`src/rtl/fetch_stage.sv`:
```
// IF stage: owns the PC, issues imem reads, feeds IF/ID through a 1-entry skid.
// Optional FETCH_MISALIGN_CHECK_EN adds id_misaligned and halts on misaligned redirects.
module fetch_stage #(
  parameter logic [31:0] RESET_PC = 32'h0000_0000
) (
  input  logic        clk,
  input  logic        reset,
  output logic        imem_req,
  output logic [31:0] imem_addr,
  input  logic [31:0] imem_rdata,
  input  logic        stall,
  input  logic        redirect_valid,
  input  logic [31:0] redirect_pc,
  output logic        id_valid,
  output logic [31:0] id_instr,
  output logic [31:0] id_pc,
  output logic [31:0] id_pc_plus4
`ifdef FETCH_MISALIGN_CHECK_EN
  ,
  output logic        id_misaligned
`endif
);

  localparam logic [31:0] NOP = 32'h0000_0013;

  logic [31:0] fetch_pc;
  logic        inflight;
  logic [31:0] inflight_pc;
  logic        skid_valid;
  logic [31:0] skid_instr;
  logic [31:0] skid_pc;
  logic        halt;

  logic        src_valid;
  logic [31:0] src_instr;
  logic [31:0] src_pc;

`ifdef FETCH_MISALIGN_CHECK_EN
  logic        halted;
  logic        mis_pending;
  logic [31:0] mis_pc;
  logic        mis_target;
  logic        src_mis;

  assign mis_target = |redirect_pc[1:0];
  assign halt       = halted;
`else
  logic unused_low;

  assign unused_low = ^redirect_pc[1:0];
  assign halt       = 1'b0;
`endif

  assign imem_addr = fetch_pc;
  assign imem_req  = !reset && !redirect_valid && !skid_valid
                   && !(stall && inflight) && !halt;

  // Skid has priority: it always holds the older word.
  always_comb begin
    src_valid = 1'b0;
    src_instr = NOP;
    src_pc    = inflight_pc;
`ifdef FETCH_MISALIGN_CHECK_EN
    src_mis   = 1'b0;
`endif
    if (skid_valid) begin
      src_valid = 1'b1;
      src_instr = skid_instr;
      src_pc    = skid_pc;
    end else if (inflight) begin
      src_valid = 1'b1;
      src_instr = imem_rdata;
      src_pc    = inflight_pc;
    end
`ifdef FETCH_MISALIGN_CHECK_EN
    else if (mis_pending) begin
      src_valid = 1'b1;
      src_instr = NOP;
      src_pc    = mis_pc;
      src_mis   = 1'b1;
    end
`endif
  end

  always_ff @(posedge clk) begin
    if (reset) begin
      fetch_pc    <= RESET_PC;
      inflight    <= 1'b0;
      inflight_pc <= RESET_PC;
      skid_valid  <= 1'b0;
      skid_instr  <= NOP;
      skid_pc     <= 32'd0;
      id_valid    <= 1'b0;
      id_instr    <= NOP;
      id_pc       <= 32'd0;
      id_pc_plus4 <= 32'd4;
    end else if (redirect_valid) begin
      fetch_pc   <= {redirect_pc[31:2], 2'b00};
      inflight   <= 1'b0;
      skid_valid <= 1'b0;
      id_valid   <= 1'b0;
      id_instr   <= NOP;
    end else begin
      inflight <= imem_req;
      if (imem_req) begin
        fetch_pc    <= fetch_pc + 32'd4;
        inflight_pc <= fetch_pc;
      end
      if (!stall) begin
        skid_valid <= 1'b0;
        id_valid   <= src_valid;
        id_instr   <= src_instr;
        if (src_valid) begin
          id_pc       <= src_pc;
          id_pc_plus4 <= src_pc + 32'd4;
        end
      end else if (inflight) begin
        skid_valid <= 1'b1;
        skid_instr <= imem_rdata;
        skid_pc    <= inflight_pc;
      end
    end
  end

`ifdef FETCH_MISALIGN_CHECK_EN
  always_ff @(posedge clk) begin
    if (reset) begin
      halted        <= 1'b0;
      mis_pending   <= 1'b0;
      mis_pc        <= 32'd0;
      id_misaligned <= 1'b0;
    end else if (redirect_valid) begin
      halted        <= mis_target;
      mis_pending   <= mis_target;
      mis_pc        <= redirect_pc;
      id_misaligned <= 1'b0;
    end else if (!stall) begin
      id_misaligned <= src_mis;
      if (src_mis) mis_pending <= 1'b0;
    end
  end
`endif

endmodule
```
`config.mk`:
```
export PLATFORM = sky130hd
export DESIGN_NAME = fetch_stage
export DESIGN_NICKNAME = d
export VERILOG_FILES = /design/src/rtl/fetch_stage.sv
export SDC_FILE = /design/constraint.sdc
export NUM_CORES = 1
export LEC_CHECK = 0
export CAP_MARGIN = 20
export CORE_AREA = 2 2 177 196
export DETAILED_ROUTE_END_ITERATION = 16
export DIE_AREA = 0 0 179 198
export GPL_ROUTABILITY_DRIVEN = 0
export PLACE_DENSITY = 0.61
export SLEW_MARGIN = 40
export SYNTH_ARGS = -nofsm -noshare
export SYNTH_HDL_FRONTEND = slang
export SYNTH_SLANG_ARGS = --single-unit
```
`constraint.sdc`:
```
create_clock -name clk -period 3.8 [get_ports clk]
set_input_delay 0.38 -clock clk [delete_from_list [all_inputs] [get_ports clk]]
set_output_delay 0.38 -clock clk [all_outputs]
set_load 0.05 [all_outputs]
```
# == Word level (Yosys, flattened, before mapping) ==
# Cells that the tools add are included.
# totals
out_inout_bits,130
inputBits,68
wordCells,36
reg_bits,227
# classes
n_reduce_logical,14
bitwise,2
add_sub_neg,2
n_mux,7
# op_table
op,count
$mux 32,5
$add 32x3->32 const B,2
$reduce_and 3->1,2
$logic_and 1x1->1,4
$logic_not 1->1,4
$reduce_or 3->1,1
$mux 1,2
$not 1->1,2
$reduce_and 2->1,1
$reduce_bool 2->1,1
$reduce_or 2->1,1

# == Depth between registers and ports, before layout ==
# logic_depth
depth_word,6
depth_mapped,12
mapped_depth_nobuf,7

# == Worst setup path after synthesis ==
# OpenSTA, ideal clock, no wires.
# synth_path
path_kind,register -> register
startpoint,register skid_valid
endpoint,register id_pc_plus4[26]
path_buffers,5
path_stages_with_launch,13
slack_ns,0.894
setup_time_ns,0.122
t_arrival_ns,2.784
synth_period_minus_slack_ns,2.906
t_required_ns,3.678
path_cell_list,dfxtp_1 buf_4 buf_2 buf_2 buf_2 mux2_2 ha_1 nand4_1 a22oi_2 nand4_1 clkbuf_1 o21a_1 a311o_1
# synth_between
elab_chain_len,2
word_cells_on_any_way,4
classes_between,1 x add/sub; 2 x mux; 1 x reduce/logical
# synth_lines
element,line,rtl
"start, declared",29,logic skid_valid;
"start signal, assigned",90,skid_valid <= 1'b0;
"start signal, assigned",100,skid_valid <= 1'b0;
"start signal, assigned",110,skid_valid <= 1'b0;
$mux 32,66,if (skid_valid) begin
net src_pc[3],36,logic [31:0] src_pc;
$add 32x3->32,115,id_pc_plus4 <= src_pc + 32'd4;
"end signal, assigned",115,
"end, declared",17,output logic [31:0] id_pc_plus4
# The timed path passes the listed nets, and every way through them passes these cells.
# A chain may end at the register's enable or synchronous reset.

# == Worst setup path after layout ==
# layout_path
startpoint,register skid_valid
endpoint,register id_pc_plus4[30]
# The elaborated chain is that of the path after synthesis.

==> impl_metrics.py <==
metrics = {
    "status": {
        "status": "completed",
    },
    "power_and_ir_drop": {
        "p_leak_nw": 4.14,
        "pwr-share-seq_pct": 46.0,
        "internal_power_mw": 3.85,
        "sw_frac_of_total_pct": 26.0,
        "pwr-share-comb_pct": 10.8,
        "switching_power_mw": 1.36,
        "peakVddDrop_uv": 264,
        "clock_power_share_pct": 43.2,
        "total_power_mw": 5.21,
        "power.density_nw_per_um2": 413,
    },
    "timing": {
        "tns_ps": 0,
        "finalHoldViolations": 0,
        "timing.final.crit_share_pct": 73.1,
        "max_freq_mhz": 360,
        "finalSetupViolations": 0,
        "rsz0062_at_grt": "no",
        "skew_ps": 7.25,
        "drv_slew": 0,
        "max_slew_margin_pct": 47.4,
        "tightest_slew_ps": 789,
        "hold_ws_ps": 274,
        "fin_crit_ps": 2780,
    },
    "synthesis": {
        "yosysTopAreaCell": "dfxtp_1",
        "synth_edf_count": 0,
        "netlist.area_leader.share_pct": 45.3,
        "netlist_instances": 1207,
        "synth_cell_types": 67,
        "synth-main-ff-cell": "dfxtp_1",
        "synth_area_leaders": "dfxtp_1 (45%), nand2_1 (10%), a21oi_1 (7.9%)",
        "synth.avg_cell_area_um2": 7.94,
        "synth_seq_cells": 217,
        "synth_area_um2": 9580,
        "ys_seq_area_share_pct": 45.3,
        "ys.warnings.count": 0,
        "async_reset_ff_share_pct": 0,
    },
    "setup_path": {
        "worstSetupPathType": "reg2reg",
        "cpMostUsedCell": "nand4_1",
        "worstPathRequired_ps": 4220,
        "crit_chain": "mux2_2, ha_1, nand4_1, a22oi_2, nand4_1, or4_1, o311ai_1",
        "critPathLaunchType": "register",
        "critPathMaxStageDelay_ps": 620,
        "worstPathMaxFanout": 12,
        "crit_arrival_ps": 3200,
        "endpoint_kind": "register",
        "cpMaxStageDelayCell": "or4_1",
    },
    "clocking": {
        "cts_root_buf": "clkbuf_16",
        "hold_buffers": 0,
        "clock_sinks": 217,
        "numCtsBuffers": 24,
        "cts-htree-levels": 1,
        "path_clk_slew_ps": 60,
        "cts-resized-gates": 0,
        "postCtsSetupBuffers": 0,
        "cts_buffer_depth": 3,
        "clk_latency_ps": 510,
        "tritoncts": "yes",
    },
    "grt": {
        "grtUsageMet1_pct": 24.1,
        "track_usage_pct": 16.2,
        "use_met3_pct": 2.04,
        "grt_overflow": 0,
        "grt-busiest-layer": "met2",
        "grt_pass1_wl_um": 46400,
        "grt_pass1_vias": 8404,
        "grt.met2_usage_pct": 24.6,
        "grt_max_degree": 103,
        "grt_antenna_before_repair": 0,
    },
    "die": {
        "core_area_um2": 33700,
        "num_rows": 71,
        "die_x_um": 179,
        "initial_core_util_pct": 28.5,
        "die_y_um": 198,
        "dieArea_um2": 35400,
        "io_pins": 198,
    },
    "drt": {
        "via_count": 9115,
        "antenna_left": 0,
        "wirelength_um": 29500,
        "firstDrtPassIters": 5,
        "routedWlPerCell_um": 16.3,
        "drt_first_iter_violations": 576,
        "vias_per_cell": 5.04,
        "drc": 0,
    },
    "placement": {
        "placedCellCount": 1765,
        "numPortBuffers": 189,
        "hpwl_um": 20300,
    },
    "hold_path": {
        "hp-class": "in2reg",
    },
    "final_layout": {
        "area_delta_synth_final_pct": 31.5,
        "finalNonFillerCells": 1807,
        "multiInputGateArea_um2": 4850,
        "layout.nets": 1423,
        "diodes": 0,
        "utilization_pct": 37.4,
        "drive_gt1_share_pct": 5.77,
        "fillers": 3469,
        "ff_latch_area_um2": 4350,
    },
    "job": {
        "drv_cap": 0,
    },
}
## state kept, by name, indices dropped and copies added (netlist names)
signal       cells
skid_pc         30
inflight_pc     30
skid_instr      32
skid_valid       1
id_pc           30
id_pc_plus4     30
inflight         1
id_valid         1
imem_addr       30
id_instr        32
## cells in the final DEF (no fill, tap or decap), drive strengths merged, types with 6 or more instances in the layout
cell,synthesis,routed
a211oi,28,28
a21oi,154,154
a22oi,35,35
a31oi,16,16
and3,8,8
buf,37,21
clkbuf,55,38
clkdlybuf4s50,0,186
clkinv,2,6
conb,1,6
dfxtp,217,217
mux2i,26,26
nand2,266,266
nand3,36,36
nand3b,9,9
nand4,25,25
nand4b,6,6
nor2,114,114
nor3,15,15
nor4,11,11
o211ai,12,12
o21ai,24,24
o22ai,9,9
or3,15,15
xnor2,19,19
## power groups by stage
| stage | logic [mW] | clock network [mW] | registers [mW] |
|---|---|---|---|
| floorplan | 0.227 | 0 | 2.55 |
| detailed placement | 0.566 | 0 | 2.45 |
| finish | 0.565 | 2.25 | 2.40 |
| global placement | 0.560 | 0 | 2.45 |
| CTS | 0.568 | 2.31 | 2.40 |
| global route | 0.607 | 2.39 | 2.40 |
## cells in the mapped netlist (5+ instances only)
| cell | count |
|---|---|
| a211oi_1 | 28 |
| a21oi_1 | 152 |
| a22oi_1 | 34 |
| a31oi_1 | 16 |
| and3_1 | 8 |
| buf_1 | 15 |
| buf_2 | 13 |
| buf_4 | 8 |
| clkbuf_1 | 55 |
| dfxtp_1 | 217 |
| mux2i_1 | 26 |
| nand2_1 | 265 |
| nand3_1 | 35 |
| nand3b_1 | 8 |
| nand4_1 | 23 |
| nand4b_1 | 5 |
| nor2_1 | 114 |
| nor3_1 | 13 |
| nor4_1 | 11 |
| o211ai_1 | 12 |
| o21ai_0 | 24 |
| o22ai_1 | 9 |
| or3_1 | 15 |
| or4_1 | 5 |
| xnor2_1 | 19 |
## critical path: cells and delay by family (launching register included)
| kind | cells | cell delay (ps) |
|---|---|---|
| AND/OR/NAND/NOR | 3 | 1250 |
| AO/OA/AOI/OAI | 2 | 490 |
| flip-flops | 1 | 400 |
| multiplexers | 1 | 290 |
| adder cells (fa/ha/maj) | 1 | 250 |
## area by class of cell
| type | instances | area share (%) |
|---|---|---|
| repair buffers | 207 | 16.4 |
| clock buffers | 38 | 5.84 |
| flip-flops and latches | 217 | 34.5 |
| inverters | 7 | 0.208 |
| well taps | 438 | 4.35 |
| clock inverters | 4 | 0.189 |
| multi-input cells | 896 | 38.5 |
## path summary, 6_finish.rpt
check                                    from                           end  slack (ps)  cells past startpoint
hold reg to reg   id_pc_plus4[2]$_SDFFE_PP1P_   id_pc_plus4[2]$_SDFFE_PP1P_         450                      2
setup / recovery      skid_valid$_SDFFE_PP0P_  id_pc_plus4[30]$_SDFFE_PP0P_        1020                      7
hold / removal                          reset      id_instr[0]$_SDFFE_PP1N_         270                      3
setup reg to reg      skid_valid$_SDFFE_PP0P_  id_pc_plus4[30]$_SDFFE_PP0P_        1020                      7
## logic make-up (layout without fill, tap and decap cells)
kind of cell               Yosys count  count (layout)  synth area share [%]
DFF                                217             217                  45.3
and+or+nand+nor                    526             526                  24.9
adders and majority gates            2               2                 0.261
AOI/OAI and AO/OA                  309             309                  19.8
other                                1               6                0.0391
buffers and inverters               99             256                  4.44
muxes                               30              30                  3.19
xor gates and xnor gates            23              23                  2.10
## through the flow
stage	instance area, um^2	setup slack, ps
5_1_grt	12600	814
6_report	12600	1020
3_3_place_gp	11800	796
2_1_floorplan	9600	894
4_1_cts	12600	1030
3_5_place_dp	11800	798
## layer usage
| metal | vias to the layer above | part of all wire, % |
|---|---|---|
| met3 | 44 | 4.7 |
| met2 | 250 | 44 |
| met5 | - | 0 |
| met1 | 4275 | 50 |
| li1 | 4546 | - |
| met4 | 0 | 2.2 |
No activity file was read; power rests on OpenSTA's default activity.
